File: src/rtl/dmx4x16_frame_pkg.sv
// ---------------------------------------------------------------------------
// dmx4x16_frame_pkg
// Shared slot numbering and default word width for the 4-way frame
// demultiplexer. The slot constants match the select encoding of the
// 4-way selector on the transmit side (S=n selects D<n>), so word n of a
// frame always lands in channel n.
// ---------------------------------------------------------------------------
package dmx4x16_frame_pkg;

   typedef logic [1:0] slot_t;

   localparam slot_t SLOT_CH0 = 2'd0;
   localparam slot_t SLOT_CH1 = 2'd1;
   localparam slot_t SLOT_CH2 = 2'd2;
   localparam slot_t SLOT_CH3 = 2'd3;

   localparam int DEFAULT_WIDTH = 16;

endpackage

File: src/rtl/dmx4x16_frame_slot_ctr.sv
// ---------------------------------------------------------------------------
// slot_ctr
// 2-bit frame slot counter.
//   clk   : system clock, rising edge
//   rst   : synchronous active-high reset, counter to slot 0
//   en    : data valid; advances the counter by one slot
//   load  : frame marker; restarts counting at slot 0
//   slot  : slot the next valid word will fill
//   tc    : terminal count, the current valid word completes a frame
// ---------------------------------------------------------------------------
module slot_ctr
   import dmx4x16_frame_pkg::*;
(
   input  logic  clk,
   input  logic  rst,
   input  logic  en,
   input  logic  load,
   output slot_t slot,
   output logic  tc
);

   slot_t slot_q;
   slot_t slot_d;
   slot_t slot_base;

   // A frame marker restarts the frame at slot 0. When it comes with a
   // valid word, that word occupies slot 0, so the counter lands on slot 1.
   always_comb begin
      slot_base = load ? SLOT_CH0 : slot_q;
      slot_d    = slot_base + slot_t'(en);
      tc        = (slot_q == SLOT_CH3) && en && !load;
   end

   always_ff @(posedge clk) begin
      if (rst) begin
         slot_q <= SLOT_CH0;
      end else begin
         slot_q <= slot_d;
      end
   end

   assign slot = slot_q;

endmodule

File: src/rtl/dmx4x16_frame.sv
// ---------------------------------------------------------------------------
// dmx4x16_frame
// Frame-aligned 1-to-4 demultiplexer. Words arriving one per valid strobe
// are steered into slots 0..3; slots 0..2 are held in staging registers and
// all four channel outputs are updated together when slot 3 arrives, so the
// outputs always hold one coherent frame.
//   CLK        : system clock, rising edge
//   RST        : synchronous active-high reset
//   D          : input word
//   DV         : data valid, D captured when high
//   SYNC       : frame marker, restarts the frame at slot 0
//   Y0..Y3     : channels 0..3 of the last complete frame
//   VO         : one-cycle pulse, Y0..Y3 just updated
//   SLOT       : slot the next valid word will fill
//   ERR        : one-cycle pulse, partial frame discarded by SYNC
// ---------------------------------------------------------------------------
module dmx4x16_frame
   import dmx4x16_frame_pkg::*;
#(
   parameter int WIDTH = DEFAULT_WIDTH
)
(
   input  logic             CLK,
   input  logic             RST,
   input  logic [WIDTH-1:0] D,
   input  logic             DV,
   input  logic             SYNC,
   output logic [WIDTH-1:0] Y0,
   output logic [WIDTH-1:0] Y1,
   output logic [WIDTH-1:0] Y2,
   output logic [WIDTH-1:0] Y3,
   output logic             VO,
   output logic [1:0]       SLOT,
   output logic             ERR
);

   slot_t slot;
   slot_t eff_slot;
   logic  frame_done;

   logic [WIDTH-1:0] s0_q, s1_q, s2_q;
   logic [WIDTH-1:0] s0_d, s1_d, s2_d;
   logic [WIDTH-1:0] y0_q, y1_q, y2_q, y3_q;
   logic [WIDTH-1:0] y0_d, y1_d, y2_d, y3_d;
   logic             vo_q, vo_d;
   logic             err_q, err_d;

   slot_ctr u_slot_ctr (
      .clk  (CLK),
      .rst  (RST),
      .en   (DV),
      .load (SYNC),
      .slot (slot),
      .tc   (frame_done)
   );

   // A word arriving with SYNC is always slot 0, whatever the counter says.
   // The fourth word is not staged: it goes straight to Y3 while the three
   // staged words move to Y0..Y2 on the same edge.
   always_comb begin
      eff_slot = SYNC ? SLOT_CH0 : slot;
      s0_d     = s0_q;
      s1_d     = s1_q;
      s2_d     = s2_q;
      y0_d     = y0_q;
      y1_d     = y1_q;
      y2_d     = y2_q;
      y3_d     = y3_q;
      if (DV) begin
         case (eff_slot)
            SLOT_CH0: s0_d = D;
            SLOT_CH1: s1_d = D;
            SLOT_CH2: s2_d = D;
            default:  ;
         endcase
      end
      if (frame_done) begin
         y0_d = s0_q;
         y1_d = s1_q;
         y2_d = s2_q;
         y3_d = D;
      end
      vo_d  = frame_done;
      err_d = SYNC && (slot != SLOT_CH0);
   end

   always_ff @(posedge CLK) begin
      if (RST) begin
         s0_q  <= '0;
         s1_q  <= '0;
         s2_q  <= '0;
         y0_q  <= '0;
         y1_q  <= '0;
         y2_q  <= '0;
         y3_q  <= '0;
         vo_q  <= 1'b0;
         err_q <= 1'b0;
      end else begin
         s0_q  <= s0_d;
         s1_q  <= s1_d;
         s2_q  <= s2_d;
         y0_q  <= y0_d;
         y1_q  <= y1_d;
         y2_q  <= y2_d;
         y3_q  <= y3_d;
         vo_q  <= vo_d;
         err_q <= err_d;
      end
   end

   assign Y0   = y0_q;
   assign Y1   = y1_q;
   assign Y2   = y2_q;
   assign Y3   = y3_q;
   assign VO   = vo_q;
   assign ERR  = err_q;
   assign SLOT = slot;

endmodule

File: config.mk
export PLATFORM = sky130hd
export DESIGN_NAME = dmx4x16_frame
export DESIGN_NICKNAME = d
export VERILOG_FILES = /design/src/rtl/dmx4x16_frame_pkg.sv /design/src/rtl/dmx4x16_frame_slot_ctr.sv /design/src/rtl/dmx4x16_frame.sv
export SDC_FILE = /design/constraint.sdc
export NUM_CORES = 1
export LEC_CHECK = 0
export ABC_CLOCK_PERIOD_IN_PS = 2000
export CAP_MARGIN = 30
export CORE_MARGIN = 10
export CORE_UTILIZATION = 54
export DETAILED_ROUTE_END_ITERATION = 12
export PLACE_DENSITY = 0.91
export SETUP_SLACK_MARGIN = 0.05
export SYNTH_ARGS = -nofsm -noshare
export SYNTH_HDL_FRONTEND = slang
export SYNTH_SLANG_ARGS = --single-unit
File: constraint.sdc
create_clock -name CLK -period 2 [get_ports CLK]
set_input_delay 0.2 -clock CLK [delete_from_list [all_inputs] [get_ports CLK]]
set_output_delay 0.2 -clock CLK [all_outputs]
set_load 0.01 [all_outputs]
After elaboration in Yosys (flattened, before gate mapping):

Cells that the tools add are included.
Widths: inputs -> output; s select.

* equal/unequal tests: 3
* multiplexer cells: 1
* add/sub/neg operators: 1
* reductions and logical operators: 9

Operators by type and width (number)
* $reduce_and 2->1: 3
* $eq 2x2->1 const B: 2
* $logic_and 1x1->1: 3
* $add 2x1->2: 1
* $eq 2x1->1 const B: 1
* $logic_not 2->1: 1
* $mux 2: 1
* $reduce_bool 2->1: 1
* $logic_not 1->1: 1

* bits of input ports: 20
* bits in registers: 116
* output and inout bits: 68
* logic and storage cells: 24

Depth between registers and ports, before layout:

Gate-level depths: netlist of run 1.

* depth after elaboration: 3
* gate-level depth with buffers: 6

Hierarchy:

Synthesis of run 1 repeated with hierarchy kept, for this count alone.

* cell total of the unflattened synthesis: 435
* area, all modules: 4300.4 sq um

Modules (own cells, without submodules)
* dmx4x16_frame: cells an instance 425, instances 1, area each 4197.8 sq um
* slot_ctr: cells an instance 10, instances 1, area each 102.6 sq um

Worst setup path before layout of run 1:

No wires, ideal clock.

* path type: register -> register
* start: reg u_slot_ctr.slot_q[1] (netlist: u_slot_ctr.slot[1])
* end: reg y0_q[0] (netlist: Y0[0])
* period minus slack after synthesis: 1.343 ns
* library setup time: 0.059 ns
* required time: 1.941 ns
* path slack: 0.657 ns
* stages on the path, launching flop included: 6
* arrival time: 1.284 ns
* path through: dfxtp_1 > nor2b_4 > nor3b_2 > buf_6 > buf_12 > a22o_1

* cells in the longest elaborated chain, start to end: 3

Ends and longest elaborated chain
* start, declared: line dmx4x16_frame_slot_ctr.sv:22 `slot_t slot_q;`
* start signal, assigned: line dmx4x16_frame_slot_ctr.sv:38 `slot_q <= slot_d;`
* $eq 2x2->1: line dmx4x16_frame_slot_ctr.sv:31 `tc = (slot_q == SLOT_CH3) && en && !load;`
* $logic_and 1x1->1 (2 in a row): line dmx4x16_frame_slot_ctr.sv:31
* end signal, assigned: line dmx4x16_frame.sv:102 `y0_q <= y0_d;`
* end, declared: line dmx4x16_frame.sv:43 `logic [WIDTH-1:0] y0_q, y1_q, y2_q, y3_q;`

Every way passes these cells.
A chain may end at the register's enable or synchronous reset.

Worst setup path after layout of run 1:

* start: reg u_slot_ctr.slot_q[0] (netlist: u_slot_ctr.slot[0])
* end: out SLOT[0]

RTL lines
* end, declared: line dmx4x16_frame.sv:33 `output logic [1:0] SLOT,`

No word-level cell between the ends.

==> results.md, run 1 <==
- Reg clk slew, reported paths: 50 ps
- Initial antenna violation count: 0
- Share of power burned in registers: 0.453
- Largest cells by area after synthesis: dfxtp_1 57%, a22o_1 14%, nand2_1 6.0%
- Maximum level of the CTS H-tree: 4
- Clk pwr share: 0.505
- Die W: roughly 110 microns
- Adder-cell share of the synthesized area: 0
- Hold Path Class: in -> reg
- Run status: completed
- Fraction of synthesized area in multiplexers: 0.03959
- Setup_tns: 0 ps
- Critical Path AT: approximately 1600 ps
- Mapped Cells: between 300 and 400
- Static Leak: 2.010 nW
- Clock Sink Count: roughly 120
- Layout area overhead: 33.93%
- GRT Util Overall: 0.1824
- Clock root buffer: clkbuf_8
- Cell Chain, Critical Path: clkdlybuf4s50_1
- Critical Path RT: roughly 1800 ps
- Syn avg cell area: between 10 and 15 sq um
- Compound-Gate Fraction of Synth Area: 0.1853
- Largest stage delay on the critical path: 610 ps
- Nets: roughly 480
- CTS Hold Bufs: 0
- Die height: between 100 and 150 microns
- I/O Buffers: a little under 90
- Post-synthesis cell type with the largest combined area: dfxtp_1
- XOR/XNOR Fraction of Synth Area: 0.004330
- Antenna-violating nets left: 0
- Slew of the pin with the lowest slew margin: between 400 and 500 ps
- Worst path buffer plus inverter count: 1
- Setup bufs post-CTS: 0
- Yosys reg bits: approximately 120
- Clk buf depth: 2
- Total power: 5.231 mW
- Congestion Overflow GR: 0
- Clock Skew: between 8 and 9 ps
- Sequential area share after synthesis: 0.5741
- Unrepaired setup endpoints after global routing: no
- Via/cell ratio: between 5 and 6
- Final setup vio count: 0
- Crit path launch: u_slot_ctr.slot[0]
- Initial Util: 0.5577
- Max-slew violations: 0
- CTS tree: done
- Share of layout cells above drive strength 1: 0.09615
- Routability Congestion: about 0.77
- Hold Vio Cnt, Final: 0
- CTS resizes: 0
- Antenna Cells: 0
- Vias in the first global route: around 3200
- Crit end category: primary output
- # fillers: 490
- Detailed-route via count: 3091
- Syn. warnings: 0
- Top FF cell, synth: dfxtp_1
- F_max: approximately 550 MHz
- Number of max-cap violations: 0
- Crit path max fanout: 9
- Fraction of the mapped netlist area in simple logic gates: 0.1345
- Largest net degree at the start of global routing: between 60 and 70
- Netlist Area Pre-Place: just over 4000 sq um
- CTS Buf Count: 17
- CP Class: reg -> out
- Post-synth EDFFs: 0
- Fraction of registers with async set/reset: 0
- Final Cycle Share: 0.9112
- Switching pwr: between 1 and 1.5 mW
- Die ar.: roughly 11000 sq um
- DP Wirelength: slightly below 7000 microns
- Top Ports: 88
- Pwr/cell area: between 900 and 1000 nW/um^2
- WL final: a little over 10000 microns
- Worst path top cell family by delay: buffers and inverters
- Min-delay src: RST
- Slowest stage cell, crit path: clkdlybuf4s50_1
- Largest family of logic cells by synthesized area: compound AO/OA/AOI/OAI gates
- Top-count cell post-synth: dfxtp_1
- Critical Path Source Type: flop
- Synth cell count leaders: 116 x dfxtp_1, 65 x nand2_1, 64 x a22o_1, 32 x a21oi_1, 32 x nand2b_1
- Sw Share: 0.2351
- Slew margin rel.: 0.6807
- First-pass GRT wire length: around 16000 microns
- Comb power frac: 0.042
- Worst r2r src: u_slot_ctr.slot[1]
- Final min period: ~1800 ps
- Internal power: ~4 mW
- Skew-Pair Late Insertion Delay: ~520 ps
- Share of the synthesized area in the top cell type: 0.5741
- Netlist cell types: 23
- Synthesized netlist net count: 391
- 1st-pass router iterations: 5
- DRT iter0 DRCs: around 170
- Core area: slightly above 7000 sq um
- WL per Instance: between 15 and 20 microns
- VDD IR-drop max: roughly 0.86 mV
- DR DRC count: 0
- Core Rows: 31
[power by group through the flow]
stage / Combinational, mW / Clock (mW) / Sequential [mW]
5_1_grt: 0.239 / 2.78 / 2.37
3_5_place_dp: 0.219 / 0 / 2.42
4_1_cts: 0.222 / 2.67 / 2.37
6_report: 0.221 / 2.64 / 2.37
3_3_place_gp: 0.213 / 0 / 2.42
2_1_floorplan: 0.127 / 0 / 2.42
[sequential cells by signal (all words and copies together) (netlist names)]
register,cells
s0_q,16
ERR,1
s2_q,16
Y0,16
Y1,16
Y2,16
s1_q,16
VO,1
u_slot_ctr.slot,2
Y3,16
[cell families after synthesis]
group / after synthesis
AOI/OAI and AO/OA: 98
xor gates and xnor gates: 2
buffers and inverters: 31
DFF: 116
muxes: 16
and+or+nand+nor: 108
[per-layer routing]
layer	track usage	share of wire
met1	0.1942	0.40
met2	0.3101	0.51
met3	0.07428	0.076
met4	0.08414	0.017
met5	0	0
[worst paths after layout]
check	to	slack (ps)	cells past startpoint
min	u_slot_ctr.slot[0]	130	2
max reg2reg	Y3[7]	480	4
max	SLOT[0]	180	1
min reg2reg	s2_q[0]	460	2
[stage by stage]
stage	cell area, sq um	cells	setup slack (ps)	utilization	hold slack [ps]
CTS	5418	567	148.3	0.7469	105.1
floorplan	4045	371	657.2	-	279.3
global placement	4890	536	299.5	0.6741	442.5
detailed placement	4890	536	228.0	0.6741	448.0
global route	5418	567	106.4	0.7469	145.5
finish	5418	567	177.7	0.7469	126.6
[final cells by class]
class	instances	area (sq um)	share of cell area
multi-input cells	224	1478	0.2727
repair buffers	97	965.9	0.1783
flip-flops and latches	116	2322	0.4286
well taps	99	123.9	0.02286
clock inverters	13	100.1	0.01848
clock buffers	18	427.9	0.07898
[layout by cell type (no fill, tap or decap), drive strengths merged]
cell type      count
dfxtp            116
clkdlybuf4s50     86
nand2             65
a22o              64
a21oi             32
nand2b            32
clkbuf            18
mux2i             16
buf               11
clkinvlp           5
inv                4
clkinv             4
and4bb             2
nand4bb            2
nor2               2
nor2b              2
nor3b              2
a31oi              1
xnor2              1
o21a               1
xor2               1
nor3               1
No activity file was read; power rests on OpenSTA's default activity.
==> inputs of run 2 (changes only) <==
ABC_AREA = 0   (was not set)
HOLD_SLACK_MARGIN = 0.05   (was not set)
==> results of run 2 <==
No change in the layout: final DEF, timing and power equal those of run 1.
==> inputs of run 3 (changes only) <==
==> constraint.sdc (replaced) <==
create_clock -name CLK -period 2 [get_ports CLK]
set_input_delay 0.2 -clock CLK [delete_from_list [all_inputs] [get_ports CLK]]
set_output_delay 0.2 -clock CLK [all_outputs]
set_load 0.005 [all_outputs]
==> results of run 3 <==
The final DEF is identical to that of run 1. Status: completed.
Among the figures that moved: setup slack after layout 177.7 ps -> 212.4 ps; total power 5.231 mW -> 5.229 mW; worst IR drop on VDD 0.8587 mV -> 0.8586 mV
